## config.mk

```make
export PLATFORM = sky130hd
export DESIGN_NAME = fwd_scoreboard
export DESIGN_NICKNAME = d
export VERILOG_FILES = /design/src/rtl/fwd_pkg.sv /design/src/rtl/fwd_port_sel.sv /design/src/rtl/fwd_scoreboard.sv
export SDC_FILE = /design/constraint.sdc
export NUM_CORES = 1
export LEC_CHECK = 0
export ABC_AREA = 1
export BUFFER_PORTS_ARGS = -buffer_cell sky130_fd_sc_hd__buf_2
export CORE_UTILIZATION = 30
export CTS_BUF_LIST = sky130_fd_sc_hd__clkbuf_2 sky130_fd_sc_hd__clkbuf_4 sky130_fd_sc_hd__clkbuf_8
export DETAILED_ROUTE_END_ITERATION = 8
export HOLD_SLACK_MARGIN = 0.15
export PLACE_DENSITY_LB_ADDON = 0.12
export SYNTH_ARGS = -nofsm -noshare
export SYNTH_HDL_FRONTEND = slang
export SYNTH_SLANG_ARGS = --single-unit
```

## constraint.sdc

```tcl
create_clock -name clk -period 5.6 [get_ports clk]
set_input_delay 0.28 -clock clk [delete_from_list [all_inputs] [get_ports clk]]
set_output_delay 0.28 -clock clk [all_outputs]
set_load 0.01 [all_outputs]
```

## src/rtl/fwd_pkg.sv

```systemverilog
// fwd_pkg: shared types for the forwarding scoreboard (stage control record,
// forward-source select, POST_DEPTH bounds, liveness helper).
package fwd_pkg;
   localparam int POST_DEPTH_MIN = 1;
   localparam int POST_DEPTH_MAX = 4;

   typedef struct packed {
      logic valid;
      logic wr_en;
      logic is_load;
   } stage_ctl_t;

   typedef enum logic [2:0] {
      SRC_RF,
      SRC_EX,
      SRC_MEM,
      SRC_MEMLD,
      SRC_WB,
      SRC_POST
   } fwd_src_e;

   function automatic logic is_live(stage_ctl_t c);
      return c.valid && c.wr_en;
   endfunction
endpackage

```

## src/rtl/fwd_port_sel.sv

```systemverilog
// fwd_port_sel: per-read-port youngest-first match, load-use hazard flag and data mux.
// FWD_R0_HARDWIRED_EN: address 0 reads as zero and never hazards.
module fwd_port_sel
   import fwd_pkg::*;
#(
   parameter int DATA_W     = 32,
   parameter int ADDR_W     = 5,
   parameter int POST_DEPTH = 1
) (
   input  logic                         rd_en_i,
   input  logic [ADDR_W-1:0]            rd_addr_i,
   input  logic [DATA_W-1:0]            rd_data_i,
   input  stage_ctl_t                   ex_ctl_i,
   input  logic [ADDR_W-1:0]            ex_addr_i,
   input  logic [DATA_W-1:0]            ex_data_i,
   input  stage_ctl_t                   mem_ctl_i,
   input  logic [ADDR_W-1:0]            mem_addr_i,
   input  logic [DATA_W-1:0]            mem_data_i,
   input  logic                         mem_load_ready_i,
   input  logic [DATA_W-1:0]            mem_load_data_i,
   input  logic                         wb_live_i,
   input  logic [ADDR_W-1:0]            wb_addr_i,
   input  logic [DATA_W-1:0]            wb_data_i,
   input  logic [POST_DEPTH-1:0]        post_live_i,
   input  logic [POST_DEPTH*ADDR_W-1:0] post_addr_i,
   input  logic [POST_DEPTH*DATA_W-1:0] post_data_i,
   output logic [DATA_W-1:0]            data_o,
   output logic                         hazard_o
);
   fwd_src_e    src;
   logic [1:0]  idx;
   logic        hazard;
   logic        r0;
   logic [DATA_W-1:0] mux;

   // Sources are visited oldest to youngest so the youngest match overwrites.
   always_comb begin
      src    = SRC_RF;
      idx    = '0;
      hazard = 1'b0;
      for (int k = POST_DEPTH - 1; k >= 0; k--) begin
         if (post_live_i[k] && post_addr_i[k*ADDR_W +: ADDR_W] == rd_addr_i) begin
            src = SRC_POST;
            idx = k[1:0];
         end
      end
      if (wb_live_i && wb_addr_i == rd_addr_i) src = SRC_WB;
      if (is_live(mem_ctl_i) && mem_addr_i == rd_addr_i) begin
         src    = !mem_ctl_i.is_load ? SRC_MEM : mem_load_ready_i ? SRC_MEMLD : SRC_RF;
         hazard = mem_ctl_i.is_load && !mem_load_ready_i;
      end
      if (is_live(ex_ctl_i) && ex_addr_i == rd_addr_i) begin
         src    = ex_ctl_i.is_load ? SRC_RF : SRC_EX;
         hazard = ex_ctl_i.is_load;
      end
      if (!rd_en_i) begin
         src    = SRC_RF;
         hazard = 1'b0;
      end
   end

   assign mux = src == SRC_EX    ? ex_data_i :
                src == SRC_MEM   ? mem_data_i :
                src == SRC_MEMLD ? mem_load_data_i :
                src == SRC_WB    ? wb_data_i :
                src == SRC_POST  ? post_data_i[idx*DATA_W +: DATA_W] : rd_data_i;

`ifdef FWD_R0_HARDWIRED_EN
   assign r0 = rd_en_i && rd_addr_i == '0;
`else
   assign r0 = 1'b0;
`endif

   assign data_o   = r0 ? '0 : mux;
   assign hazard_o = hazard && !r0;
endmodule

```

## src/rtl/fwd_scoreboard.sv

```systemverilog
// fwd_scoreboard: operand forwarding and load-use hazard unit with its own MEM/WB/POST
// write-back tracking pipeline. FWD_R0_HARDWIRED_EN: r0 reads zero, r0 writes suppressed.
module fwd_scoreboard
   import fwd_pkg::*;
#(
   parameter int NUM_RD_PORTS = 3,
   parameter int DATA_W       = 32,
   parameter int ADDR_W       = 5,
   parameter int POST_DEPTH   = 1
) (
   input  logic                           clk,
   input  logic                           rst_n,
   input  logic                           id_valid,
   input  logic [NUM_RD_PORTS-1:0]        id_rd_en,
   input  logic [NUM_RD_PORTS*ADDR_W-1:0] id_rd_addr,
   input  logic [NUM_RD_PORTS*DATA_W-1:0] id_rd_data,
   input  logic                           ex_valid,
   input  logic                           ex_wr_en,
   input  logic                           ex_is_load,
   input  logic [ADDR_W-1:0]              ex_wr_addr,
   input  logic [DATA_W-1:0]              ex_result,
   input  logic                           mem_load_ready,
   input  logic [DATA_W-1:0]              mem_load_data,
   output logic [NUM_RD_PORTS*DATA_W-1:0] fwd_data,
   output logic                           stall_id,
   output logic                           mem_wait,
   output logic                           wb_wr_en,
   output logic [ADDR_W-1:0]              wb_wr_addr,
   output logic [DATA_W-1:0]              wb_wr_data
);
   typedef struct packed {
      stage_ctl_t        ctl;
      logic [ADDR_W-1:0] addr;
      logic [DATA_W-1:0] data;
   } stage_t;

   if (POST_DEPTH < POST_DEPTH_MIN || POST_DEPTH > POST_DEPTH_MAX) begin : g_bad_depth
      $error("fwd_scoreboard: POST_DEPTH out of range");
   end

   stage_t ex_stage, mem_q, mem_d;
   logic              wb_live_q, wb_live_d;
   logic [ADDR_W-1:0] wb_addr_q, wb_addr_d;
   logic [DATA_W-1:0] wb_data_q, wb_data_d;
   logic [POST_DEPTH-1:0]             post_live_q;
   logic [POST_DEPTH-1:0][ADDR_W-1:0] post_addr_q;
   logic [POST_DEPTH-1:0][DATA_W-1:0] post_data_q;
   logic [NUM_RD_PORTS-1:0]           hazard;

   assign ex_stage = '{ctl: '{valid: ex_valid, wr_en: ex_wr_en, is_load: ex_is_load},
                       addr: ex_wr_addr, data: ex_result};
   assign mem_wait = is_live(mem_q.ctl) && mem_q.ctl.is_load && !mem_load_ready;

   // A waiting load holds MEM and sends a bubble to WB; POST keeps draining.
   always_comb begin
      mem_d     = mem_wait ? mem_q : ex_stage;
      wb_live_d = !mem_wait && is_live(mem_q.ctl);
      wb_addr_d = mem_q.addr;
      wb_data_d = mem_q.ctl.is_load ? mem_load_data : mem_q.data;
   end

   always_ff @(posedge clk or negedge rst_n) begin
      if (!rst_n) begin
         mem_q       <= '0;
         wb_live_q   <= 1'b0;
         wb_addr_q   <= '0;
         wb_data_q   <= '0;
         post_live_q <= '0;
         post_addr_q <= '0;
         post_data_q <= '0;
      end else begin
         mem_q          <= mem_d;
         wb_live_q      <= wb_live_d;
         wb_addr_q      <= wb_addr_d;
         wb_data_q      <= wb_data_d;
         post_live_q[0] <= wb_live_q;
         post_addr_q[0] <= wb_addr_q;
         post_data_q[0] <= wb_data_q;
         for (int k = 1; k < POST_DEPTH; k++) begin
            post_live_q[k] <= post_live_q[k-1];
            post_addr_q[k] <= post_addr_q[k-1];
            post_data_q[k] <= post_data_q[k-1];
         end
      end
   end

`ifdef FWD_R0_HARDWIRED_EN
   assign wb_wr_en = wb_live_q && wb_addr_q != '0;
`else
   assign wb_wr_en = wb_live_q;
`endif
   assign wb_wr_addr = wb_addr_q;
   assign wb_wr_data = wb_data_q;

   for (genvar i = 0; i < NUM_RD_PORTS; i++) begin : g_port
      fwd_port_sel #(
         .DATA_W     (DATA_W),
         .ADDR_W     (ADDR_W),
         .POST_DEPTH (POST_DEPTH)
      ) u_sel (
         .rd_en_i          (id_rd_en[i]),
         .rd_addr_i        (id_rd_addr[i*ADDR_W +: ADDR_W]),
         .rd_data_i        (id_rd_data[i*DATA_W +: DATA_W]),
         .ex_ctl_i         (ex_stage.ctl),
         .ex_addr_i        (ex_stage.addr),
         .ex_data_i        (ex_stage.data),
         .mem_ctl_i        (mem_q.ctl),
         .mem_addr_i       (mem_q.addr),
         .mem_data_i       (mem_q.data),
         .mem_load_ready_i (mem_load_ready),
         .mem_load_data_i  (mem_load_data),
         .wb_live_i        (wb_live_q),
         .wb_addr_i        (wb_addr_q),
         .wb_data_i        (wb_data_q),
         .post_live_i      (post_live_q),
         .post_addr_i      (post_addr_q),
         .post_data_i      (post_data_q),
         .data_o           (fwd_data[i*DATA_W +: DATA_W]),
         .hazard_o         (hazard[i])
      );
   end

   assign stall_id = id_valid && (|hazard || mem_wait);
endmodule

```

; ---- Word-level counts from Yosys, hierarchy flattened
; Index checks and enable logic that the tools add are counted.
[totals]
regBits = 116
latchBits = 0
ram_bits = 0
mem_bits_ro = 0
input_bits = 190
out_inout_bits = 136
word_cells = 104
memories = 0
[op_classes]
add_sub_neg = 0
mul = 0
n_div = 0
magnitude_cmp = 0
eq_ne = 27
n_shift = 0
n_mux = 43
bitwise_logic = 0
reduce_logical = 23
[ops]
columns = op, count
row1 = 32-bit 2-to-1 mux, 16
row2 = 5-bit equality test, 12
row3 = 3-bit 2-to-1 mux, 16
row4 = 1-bit logical AND, 19
row5 = 3-bit by 2-bit equality test with 1-bit output (second input constant), 6
row6 = 3-bit equality test (second input constant), 6
row7 = 1-bit 2-to-1 mux, 10
row8 = 3-bit by 1-bit equality test with 1-bit output (second input constant), 3
row9 = 3-bit OR reduction, 1
row10 = 1-bit logical NOT, 2
row11 = 2-bit 2-to-1 mux, 1
row12 = 1-bit logical OR, 1

; ---- Depth between registers and ports, before layout
; Gate-level depths: netlist (run 1).
[logic_depth]
ltp_word = 13
mapped_depth = 18
ltp_nobuf = 17

; ---- Modules after synthesis
; Synthesis (run 1) repeated with hierarchy kept, for this count alone.
[unflattened]
hier_cells = 2090
area_unflattened_um2 = 11796.3
[modules_own_cells]
columns = mod, instances, cells_each, area_each_um2, seq_area_each_um2
row1 = fwd_port_sel, 3, 579, 2637.5, 0.0
row2 = fwd_scoreboard, 1, 353, 3883.7, 2902.8

; ---- Worst setup path before layout (run 1)
; OpenSTA, ideal clock, no wires.
[synth_timing]
path_type = register to output
start = register mem_q (netlist bit wb_addr_d[4])
end = output port fwd_data[78]
t_arrival_ps = 1852
required_time_ps = 5320
setup_slack_ps = 3468
path_stages_with_launch = 14
path_buffers = 2
cell_sequence = dfrtp_1 inv_1 nand2_1 a21oi_2 nand3_2 nor3_4 inv_2 nor2_4 buf_6 buf_6 nand2_1 nand2_1 nor2_1 a21oi_1
[synth_via]
elab_chain_len = 11
elab_cells_between_ends = 15
classes_between = eq/ne: 6 / mux: 8 / reduce/logical: 1
[synth_lines]
columns = element, line_no
row1 = "start, declared", fwd_scoreboard.sv:41  ; stage_t ex_stage, mem_q, mem_d;
row2 = "start signal, assigned", fwd_scoreboard.sv:72  ; mem_q <= mem_d;
row3 = 5-bit equality test *, fwd_port_sel.sv:48  ; if (is_live(mem_ctl_i) && mem_addr_i == rd_addr_i) begin
row4 = 1-bit logical AND *, fwd_port_sel.sv:48
row5 = 3-bit 2-to-1 mux *, fwd_port_sel.sv:48
row6 = 3-bit 2-to-1 mux *, fwd_port_sel.sv:52  ; if (is_live(ex_ctl_i) && ex_addr_i == rd_addr_i) begin
row7 = 3-bit 2-to-1 mux *, fwd_port_sel.sv:56  ; if (!rd_en_i) begin
row8 = 3-bit equality test, fwd_port_sel.sv:66  ; src == SRC_POST ? post_data_i[idx*DATA_W +: DATA_W] : rd_data_i;
row9 = 32-bit 2-to-1 mux, fwd_port_sel.sv:66
row10 = 32-bit 2-to-1 mux, fwd_port_sel.sv:65  ; src == SRC_WB ? wb_data_i :
row11 = 32-bit 2-to-1 mux, fwd_port_sel.sv:64  ; src == SRC_MEMLD ? mem_load_data_i :
row12 = 32-bit 2-to-1 mux, fwd_port_sel.sv:63  ; src == SRC_MEM ? mem_data_i :
row13 = 32-bit 2-to-1 mux *, fwd_port_sel.sv:62  ; assign mux = src == SRC_EX ? ex_data_i :
row14 = "end, declared", fwd_scoreboard.sv:24  ; output logic [NUM_RD_PORTS*DATA_W-1:0] fwd_data,
; Every way passes the cells marked *; elsewhere a longest branch is shown, timed or not.

; ---- Worst setup path in the final report (run 1)
[layout_timing]
start = input port ex_wr_addr[1]
end = output port fwd_data[58]
[layout_via]
elab_chain_len = 10
elab_cells_between_ends = 14
classes_between = eq/ne: 6 / mux: 7 / reduce/logical: 1
[layout_lines]
columns = element, line_no
row1 = "start, declared", fwd_scoreboard.sv:20  ; input logic [ADDR_W-1:0] ex_wr_addr,
row2 = 5-bit equality test *, fwd_port_sel.sv:52
row3 = 1-bit logical AND *, fwd_port_sel.sv:52
row4 = 3-bit 2-to-1 mux *, fwd_port_sel.sv:52
row5 = 3-bit 2-to-1 mux *, fwd_port_sel.sv:56
row6 = 3-bit equality test, fwd_port_sel.sv:66
row7 = 32-bit 2-to-1 mux, fwd_port_sel.sv:66
row8 = 32-bit 2-to-1 mux, fwd_port_sel.sv:65
row9 = 32-bit 2-to-1 mux, fwd_port_sel.sv:64
row10 = 32-bit 2-to-1 mux, fwd_port_sel.sv:63
row11 = 32-bit 2-to-1 mux *, fwd_port_sel.sv:62
; Marks and branches as above.

==> impl_metrics.json, run 1 <==
{
  "synth_warnings": 0,
  "synth_top_family_by_area": "simple AND/OR/NAND/NOR gates",
  "synth_cell_types": 29,
  "synth_xor_area_share_pct": 0.343,
  "finalWorstSetupSlack_ns": 1.12,
  "crit_path_max_fanout": 24,
  "yosys.area_share.simple_pct": 49.4,
  "post_cts.repair.setup_buffers": 0,
  "place.gp.congestion": 0.883,
  "cp_slowest_cell": "nor2_4",
  "ys_ff_latch": 116,
  "path_buf_inv": 6,
  "crit_arrival_ns": 4.20,
  "clkSinkCount": 116,
  "wl_per_cell_um": 19.7,
  "max_stage_delay_ns": 0.73,
  "pin_count": 326,
  "routed_wirelength_um": 51500,
  "antenna_found_initial": 3,
  "layout.nets": 2347,
  "io_buffers": 325,
  "gr-usage-met1_pct": 38.2,
  "ant_nets": 0,
  "max_freq_mhz": 223,
  "fin_skew_ns": 0.0176,
  "vdd_drop_max_mv": 0.131,
  "clock-root-buffer": "clkbuf_8",
  "synth_compound_area_share_pct": 11.3,
  "synthMuxAreaShare_pct": 0,
  "ys_seq_area_share_pct": 28.4,
  "drt_iter0_drc": 1114,
  "crit_required_ns": 5.32,
  "worstMarginPinSlew_ns": 1.20,
  "numCtsBuffers": 17,
  "fin_crit_sh_pct": 80.1,
  "endpoint_kind": "output port",
  "dp_hpwl_um": 34300,
  "cap_violations": 0,
  "worst-setup-path-type": "primary input to output port",
  "crit_path_start_kind": "primary input",
  "drive_above_1_share_pct": 22.3,
  "setup_viol": 0,
  "cts.hold.buffers_added": 69,
  "leakagePower_nw": 7.25,
  "tns_ns": 0,
  "multi_input_area_um2": 6260,
  "grt_usage_pct": 29.4,
  "syn-num-nets": 2006,
  "cpLargestDelayFamily": "simple AND/OR/NAND/NOR gates",
  "gr-max-usage-layer": "met2",
  "grt_pass1_wl_um": 76900,
  "syn_avg_cell_area_um2": 5.62,
  "r2r-end": "mem_q[24]$_DFFE_PN0N_",
  "viasPerCell": 4.96,
  "die_y_um": 186,
  "grtUsageMet2_pct": 47.6,
  "coreArea_um2": 33500,
  "htree_levels": 4,
  "rsz0062_at_grt": "no",
  "grt_max_degree": 67,
  "cts_tree": "yes",
  "slew_violations": 0,
  "ctsResizeCount": 0,
  "grt_overflow": 0,
  "cts_buffer_depth": 2,
  "crit_path_frequent_cell": "nand2_1",
  "period_minus_slack_ns": 4.48,
  "ff_latch_area_um2": 2900,
  "die_width_um": 186,
  "slew_headroom_pct": 19.8,
  "post-route-drc-count": 0,
  "std_cell_rows": 67,
  "area_growth_pct": 29.1,
  "hold_viol": 0,
  "hold_end": "wb_addr_d[3]$_DFFE_PN0N_",
  "path_cells": "dlygate4sd3_1, buf_2, inv_1, nand2_1, nand2_1, nor2_1, nand3_1, nand2_1, nor2_1, inv_1, nor2_4, inv_1, o21ai_0, nor2_1, nand2_1, nand2_1, buf_2",
  "synth_area_um2": 10200,
  "rrSetupSlack_ns": 2.65,
  "synth_fa_ha_area_share_pct": 0,
  "die_area_um2": 34800,
  "final_area_um2": 13200,
  "clk_pin_slew_ns": 0.08,
  "worstRegToRegCells": 8,
  "min_path_type": "primary input to register",
  "first_pass_iters": 6,
  "dpl-instance-area_um2": 12100,
  "synthCells": 1816,
  "fill_cells": 3783,
  "holdCritStartpoint": "ex_wr_addr[3]",
  "r2r_start": "mem_q[37]$_DFFE_PN0N_",
  "vias": 13000,
  "status": "finished clean",
  "fin_util_pct": 39.3,
  "whs_path_depth": 3,
  "pre_cts_slack_ns": 1.72,
  "pwr_density_cell_nw_per_um2": 184,
  "grt_pass1_vias": 12800,
  "start_util_pct": 30.4,
  "clock_latency_ns": 0.47,
  "met3_usage_pct": 5.27
}
## logic make-up (layout without fill, tap and decap cells)
family	count (synthesis)	in the layout
compound gates	229	229
flops	116	116
simple gates	1210	1210
other cells	0	2
xor+xnor	4	4
buf+inv	257	609
## report_power, final
group          switching, mW  internal [mW]  leakage (nW)
Clock                  0.396          0.415         0.193
Combinational          0.406          0.247          5.68
Sequential            0.0531          0.910          1.38
## routing by layer
metal	share of wire, %	up-vias
met2	45	657
met3	7.6	117
met4	4.2	0
met1	43	5918
li1	-	6303
met5	0	-
## cell usage in the layout, fill, tap and decap left out, drive strengths merged
cell,Yosys,routed
nand2,755,755
buf,47,340
nor2,226,226
inv,166,168
o21ai,160,160
nand3,150,150
dfrtp,116,116
or2,71,71
dlygate4sd3,0,69
a21oi,69,69
clkbuf,40,20
clkinv,4,8
xor2,4,4
nand4,4,4
nor3,3,3
diode,0,2
bufinv,0,2
clkinvlp,0,2
nor4,1,1
## sequential cells by signal (all words and copies together), names as in the netlist
signal       flops
mem_q           35
post_data_q     32
wb_wr_data      32
post_addr_q      5
wb_addr_d        5
wb_wr_addr       5
post_live_q      1
wb_wr_en         1
## stage by stage
step / hold WS, ns / power (mW) / cells
floorplan: -0.0156 / 1.28 / 1816
global placement: 0.383 / 1.59 / 2517
detailed placement: 0.383 / 1.59 / 2517
CTS: 0.173 / 2.44 / 2616
global route: 0.200 / 2.55 / 2618
finish: 0.207 / 2.43 / 2618
## cells in the mapped netlist
library cell	number	share of area (%)
a21oi_1	68	3.3
a21oi_2	1	0.086
buf_1	5	0.18
buf_2	29	1.4
buf_4	7	0.51
buf_6	6	0.66
clkbuf_1	40	1.5
clkinv_1	4	0.15
dfrtp_1	116	28
inv_1	152	5.6
inv_2	12	0.44
inv_4	2	0.12
nand2_1	748	28
nand2_2	5	0.31
nand2_4	2	0.22
nand3_1	147	7.2
nand3_2	3	0.29
nand4_1	4	0.25
nor2_1	216	7.9
nor2_2	6	0.37
nor2_4	3	0.33
nor2_8	1	0.20
nor3_1	1	0.049
nor3_4	2	0.32
nor4_1	1	0.061
o21ai_0	146	7.2
o21ai_1	14	0.69
or2_2	71	4.4
xor2_1	4	0.34
## layout make-up
| cell class | count | share of cell area (%) |
|---|---|---|
| flip-flops and latches | 116 | 22.0 |
| diodes | 2 | 0.0380 |
| well taps | 448 | 4.25 |
| clock buffers | 20 | 2.04 |
| repair buffers | 409 | 18.5 |
| clock inverters | 10 | 0.826 |
| inverters | 170 | 4.88 |
| multi-input cells | 1443 | 47.5 |
## worst register-to-register path, stage by stage, from the launching register on
cell	delay [ns]
dfrtp_2	0.36
inv_1	0.04
nor2_2	0.29
inv_1	0.10
nor2_1	0.89
inv_2	0.39
buf_4	0.43
nand2_1	0.17
o21ai_0	0.11
## worst max path at each step
| stage | depth (start not counted) | from | endpoint |
|---|---|---|---|
| 6_report | 17 | ex_wr_addr[1] | fwd_data[58] |
| 5_1_grt | 14 | wb_addr_d[3]$_DFFE_PN0N_ | fwd_data[44] |
| 4_1_cts | 14 | wb_addr_d[3]$_DFFE_PN0N_ | fwd_data[58] |
| 3_5_place_dp | 14 | wb_addr_d[3]$_DFFE_PN0N_ | fwd_data[58] |
| 3_3_place_gp | 17 | wb_wr_addr[0]$_DFF_PN0_ | fwd_data[30] |
| 2_1_floorplan | 13 | wb_addr_d[4]$_DFFE_PN0N_ | fwd_data[78] |
No activity file was read; power rests on OpenSTA's default activity.
==> inputs of run 2 (changes only) <==
==> constraint.sdc (replaced) <==
create_clock -name clk -period 4.4 [get_ports clk]
set_input_delay 0.22 -clock clk [delete_from_list [all_inputs] [get_ports clk]]
set_output_delay 0.22 -clock clk [all_outputs]
set_load 0.01 [all_outputs]
==> run 2 against run 1 <==
Net effect: setup slack lost 0.91 ns; global-route usage grew 0.52 points; critical path depth shrank 5; core utilization grew 0.53 points; register-to-register slack lost 0.78 ns; combinational power grew 28%; critical path type is now register to output port; largest power group unchanged.
==> impl_metrics.json, run 2 (synthesis gave the netlist of run 1 again) <==
{
  "status": "finished clean",
  "vias": 13300,
  "clk_pin_slew_ns": 0.10,
  "path_buf_inv": 3,
  "place.gp.congestion": 0.899,
  "crit_required_ns": 4.18,
  "finalNonFillerCells": 2637,
  "largest_reg_flops": 35,
  "area_growth_pct": 30.9,
  "hold_slack_ns": 0.174,
  "p_total_mw": 3.20,
  "drt_iter0_drc": 1350,
  "crit_path_start_kind": "register",
  "grt_overflow": 0,
  "dp.cells": 2528,
  "fin_crit_sh_pct": 95.2,
  "cp_slowest_cell": "inv_1",
  "ff_latch_area_um2": 2900,
  "layout_common_cells": "748 x nand2_1, 324 x buf_2, 215 x nor2_1",
  "largest_register": "mem_q",
  "path_cells": "xor2_1, nor2_1, nand3_2, nor3_4, inv_2, nor2_4, inv_1, nor2_1, nor2_1, nand2_1, nand2_1, buf_2",
  "slew_headroom_pct": 17.7,
  "pin_count": 326,
  "maxUsedRoutingLayer": "met4",
  "min_path_type": "primary input to register",
  "hold_viol": 0,
  "pwr_density_cell_nw_per_um2": 239,
  "drive_above_1_share_pct": 22.8,
  "slew_violations": 0,
  "std_cell_rows": 67,
  "vdd_drop_max_mv": 0.167,
  "rsz0062_at_grt": "no",
  "grt_max_degree": 65,
  "antenna_found_initial": 6,
  "numCtsBuffers": 17,
  "clock_latency_ns": 0.47,
  "ant_nets": 0,
  "crit_path_frequent_cell": "nor2_1",
  "post-route-drc-count": 0,
  "worst-setup-path-type": "register to output port",
  "cts_tree": "yes",
  "dp_hpwl_um": 35900,
  "grt_pass1_wl_um": 78900,
  "setup_viol": 0,
  "die_y_um": 186,
  "io_buffers": 325,
  "wl_met3_um": 4190,
  "wl_met1_um": 22400,
  "tns_ns": 0,
  "fill_cells": 3831,
  "start_util_pct": 30.4,
  "clkSinkCount": 116,
  "first_pass_iters": 6,
  "fin_skew_ns": 0.0192,
  "crit_arrival_ns": 3.97,
  "cts_buffer_depth": 2,
  "worstMarginPinSlew_ns": 1.23,
  "max_stage_delay_ns": 0.64,
  "die_width_um": 186,
  "leakagePower_nw": 7.34,
  "routed_wirelength_um": 52200,
  "crit_path_max_fanout": 20,
  "period_minus_slack_ns": 4.19,
  "endpoint_kind": "output port",
  "viasPerCell": 5.03,
  "multi_input_area_um2": 6260,
  "cpLargestDelayFamily": "simple AND/OR/NAND/NOR gates",
  "clock-root-buffer": "clkbuf_8",
  "mostFrequentLayoutCell": "nand2_1",
  "grt_usage_pct": 29.9,
  "max_freq_mhz": 239,
  "cap_violations": 0,
  "coreArea_um2": 33500,
  "wl_met2_um": 23700,
  "die_area_um2": 34800,
  "grt_pass1_vias": 12900,
  "fin_util_pct": 39.8,
  "layout.nets": 2361,
  "wl_per_cell_um": 19.8,
  "htree_levels": 4
}
run 2: cell count changes in the layout (fill, tap and decap cells not counted), sizes merged, moves of 2 or more:
cell / change
dlygate4sd3: +3
diode: +3
clkbuf: -2
buf: +11
inv: +2
run 2: what timing repair did:
item	in CTS	in global routing
gates resized for setup	0	0
hold buffers	72	0
endpoints found under the hold margin	124	0
setup buffers	0	0
run 2: worst min-delay path: cells and delay by family:
family	cells	cell delay, ns
AOI/OAI and AO/OA	1	0.11
buffers and inverters	2	0.25
run 2: through the flow:
stage	area (um2)	setup WS [ns]
global route	13400	0.000111
detailed placement	12200	0.805
global placement	12200	0.903
CTS	13300	0.276
floorplan	10200	2.33
finish	13400	0.210
run 2: metal layers:
layer  track usage, %  up-vias
li1                 -     6343
met1             39.2     6129
met2             48.5      672
met3             5.30      118
met4             12.3        0
met5                0        -
run 2: layout make-up:
class	count	share of cell area, %
Multi-Input combinational cell	1443	46.8
Tap cell	448	4.20
Clock inverter	14	1.32
Timing Repair Buffer	423	19.1
Inverter	170	4.81
Antenna cell	5	0.0936
Sequential cell	116	21.7
Clock buffer	18	1.85
run 2: final timing paths:
path	slack [ns]	startpoint	cells past startpoint	to
min in group asynchronous	0.35	rst_n	2	post_data_q[4]$_DFF_PN0_
max in group asynchronous	3.14	rst_n	3	post_data_q[30]$_DFF_PN0_
worst max register to register	1.87	mem_q[37]$_DFFE_PN0N_	9	mem_q[24]$_DFFE_PN0N_
worst min register to register	0.41	wb_wr_data[14]$_DFF_PN0_	0	post_data_q[14]$_DFF_PN0_
worst min-delay path	0.17	ex_wr_addr[2]	3	wb_addr_d[2]$_DFFE_PN0N_
worst max-delay path	0.21	wb_addr_d[1]$_DFFE_PN0N_	12	fwd_data[70]
run 2: power by group:
group | switching (mW) | internal (mW) | leakage, nW | total, mW
sequential | 0.0731 | 1.16 | 1.38 | 1.23
clock | 0.553 | 0.581 | 0.210 | 1.13
combinational | 0.515 | 0.318 | 5.75 | 0.834
total | 1.14 | 2.06 | 7.34 | 3.20
==> inputs of run 3 (changes only) <==
--- a/config.mk
+++ b/config.mk
@@ -5,7 +5,7 @@
 export SDC_FILE = /design/constraint.sdc
 export NUM_CORES = 1
 export LEC_CHECK = 0
-export ABC_AREA = 1
+export ABC_AREA = 0
 export BUFFER_PORTS_ARGS = -buffer_cell sky130_fd_sc_hd__buf_2
 export CORE_UTILIZATION = 30
 export CTS_BUF_LIST = sky130_fd_sc_hd__clkbuf_2 sky130_fd_sc_hd__clkbuf_4 sky130_fd_sc_hd__clkbuf_8
==> run 3 against run 2 <==
Net effect: first-iteration DRC count shrank 45%; area after synthesis shrank 12%; cell count shrank 31%; count of clock-buffer cells in the layout grew 4; power shrank 2.0%.
==> impl_metrics.json, run 3 <==
{
  "wl_per_cell_um": 24.2,
  "final_area_um2": 12300,
  "hold_viol": 0,
  "crit_required_ns": 4.18,
  "start_util_pct": 30.8,
  "synth_edf_count": 0,
  "antenna_found_initial": 5,
  "cts_buffer_depth": 2,
  "synth.top_cell.area_share_pct": 32.4,
  "die_width_um": 175,
  "slew_violations": 0,
  "vias": 10300,
  "fin_skew_ns": 0.0107,
  "first_pass_iters": 5,
  "synth_area_leaders": "dfrtp_1 32%, mux2_2 12%, nand2_1 6.3%, nand3_1 5.6%, o22ai_1 4.1%",
  "max_freq_mhz": 259,
  "dp_hpwl_um": 30300,
  "leakagePower_nw": 5.39,
  "grt_max_degree": 44,
  "clkSinkCount": 116,
  "grt_usage_pct": 28.5,
  "grt_pass1_vias": 10300,
  "layout_common_cells": "324 x buf_2, 148 x nand2_1, 115 x dfrtp_1",
  "clock_latency_ns": 0.45,
  "cap_violations": 0,
  "io_buffers": 325,
  "slew_headroom_pct": 35.8,
  "ant_nets": 0,
  "synth-async-reset-ratio_pct": 100,
  "power_switching_mw": 0.990,
  "std_cell_rows": 62,
  "pwr_density_cell_nw_per_um2": 256,
  "status": "finished clean",
  "post-route-drc-count": 0,
  "syn-num-nets": 1241,
  "pre_cts_slack_ns": 1.04,
  "ys_ff_latch": 116,
  "die_area_um2": 30500,
  "worstMarginPinSlew_ns": 0.963,
  "worst-setup-path-type": "register to output port",
  "setup_viol": 0,
  "grt_overflow": 0,
  "yosysMostFrequentCell": "nand2_1",
  "drive_above_1_share_pct": 36.1,
  "vdd_drop_max_mv": 0.143,
  "crit_path_max_fanout": 14,
  "synth_commonest_cells": "151 x nand2_1, 116 x dfrtp_1, 100 x nand3_1",
  "finalWorstSetupSlack_ns": 0.545,
  "swShare_pct": 31.6,
  "clock-root-buffer": "clkbuf_8",
  "synthCells": 1051,
  "syn_avg_cell_area_um2": 8.52,
  "routed_wirelength_um": 44000,
  "synth_cell_types": 57,
  "min_path_type": "primary input to asynchronous set/reset pin",
  "cts_tree": "yes",
  "area_growth_pct": 37.0,
  "crit_arrival_ns": 3.64,
  "layout.nets": 1612,
  "intPower_mw": 2.14,
  "period_minus_slack_ns": 3.86,
  "drt_iter0_drc": 741,
  "viasPerCell": 5.66,
  "finalNonFillerCells": 1820,
  "place.gp.congestion": 0.842,
  "die_y_um": 175,
  "dp.cells": 1714,
  "synth_warnings": 0,
  "largest_reg_flops": 35,
  "rsz0062_at_grt": "no",
  "coreArea_um2": 29000,
  "clkPwrFrac_pct": 35.7,
  "yosys.area.top_type": "dfrtp_1",
  "ys_seq_area_share_pct": 32.4,
  "tns_ns": 0,
  "fin_crit_sh_pct": 87.6,
  "seq_power_share_pct": 40.3,
  "htree_levels": 4,
  "numCtsBuffers": 17,
  "clk_pin_slew_ns": 0.08,
  "synth_ff_type": "dfrtp_1",
  "pwr-share-comb_pct": 24.0,
  "grt_pass1_wl_um": 65100,
  "p_total_mw": 3.13,
  "synth_area_um2": 8950,
  "crit_path_start_kind": "register",
  "pin_count": 326,
  "endpoint_kind": "output port",
  "largest_register": "mem_q",
  "mostFrequentLayoutCell": "buf_2",
  "dpl-instance-area_um2": 11100
}
## run 3: final cells by class
cell class	count	area, um2
fillers	3002	16800
multi-input cells	843	5740
flip-flops and latches	116	2900
repair buffers	437	2680
well taps	384	480
clock buffers	22	303
clock inverters	8	124
inverters	7	26.3
diodes	3	7.51
## run 3: final timing paths
path                                           from                         to  slack (ns)  depth (start not counted)
min in group clk                     mem_load_ready         wb_wr_en$_DFF_PN0_        0.33                          4
min                                           rst_n    wb_wr_data[8]$_DFF_PN0_        0.31                          2
max                         wb_wr_addr[0]$_DFF_PN0_               fwd_data[54]        0.54                         10
min reg2reg                wb_wr_data[24]$_DFF_PN0_  post_data_q[24]$_DFF_PN0_        0.46                          0
max reg2reg                   mem_q[37]$_DFFE_PN0N_      mem_q[17]$_DFFE_PN0N_        1.49                          7
max in group asynchronous                     rst_n  post_data_q[23]$_DFF_PN0_        3.06                          3
## run 3: per-layer routing
| layer | global-route usage, % | vias to the layer above | part of all wire (%) |
|---|---|---|---|
| met2 | 47.4 | 483 | 47 |
| met3 | 4.48 | 81 | 6.5 |
| li1 | - | 4700 | - |
| met5 | 0 | - | 0.025 |
| met1 | 37.1 | 5036 | 43 |
| met4 | 10.5 | 2 | 3.0 |
## run 3: cells by family (layout without fill, tap and decap cells)
family	count (synthesis)	after routing	share of synthesized area (%)
other cells	0	3	0
mux	134	134	16.4
buf+inv	92	474	4.47
xor+xnor	60	60	5.87
compound gates	322	322	24.1
simple gates	327	327	16.8
flops	116	116	32.4
## run 3: power by group through the flow
stage	sequential, mW	combinational, mW	clock (mW)
2_1_floorplan	1.26	0.345	0
3_3_place_gp	1.28	0.695	0
3_5_place_dp	1.28	0.698	0
4_1_cts	1.26	0.751	1.13
5_1_grt	1.28	0.813	1.19
6_report	1.26	0.753	1.12
## run 3: what timing repair did
action                    4_1_cts  5_1_grt
hold endpoints to repair      113        0
gates resized for setup         0        0
hold buffers                   73        0
setup buffers                   0        0
## run 3: critical path, cell delays in order, from the launching register on
cell,delay [ns]
dfrtp_1,0.45
xor2_1,0.21
nor4_1,0.56
and3_1,0.34
o31a_1,0.63
buf_4,0.32
nand3_1,0.09
nand3_1,0.11
o221ai_1,0.11
a31oi_1,0.19
buf_2,0.16
## run 3: per-stage QoR
step	hold WS (ns)	utilization (%)
CTS	0.303	42.2
detailed placement	0.273	38.2
global placement	0.274	38.2
finish	0.308	42.3
global route	0.359	42.2
floorplan	-0.0756	-
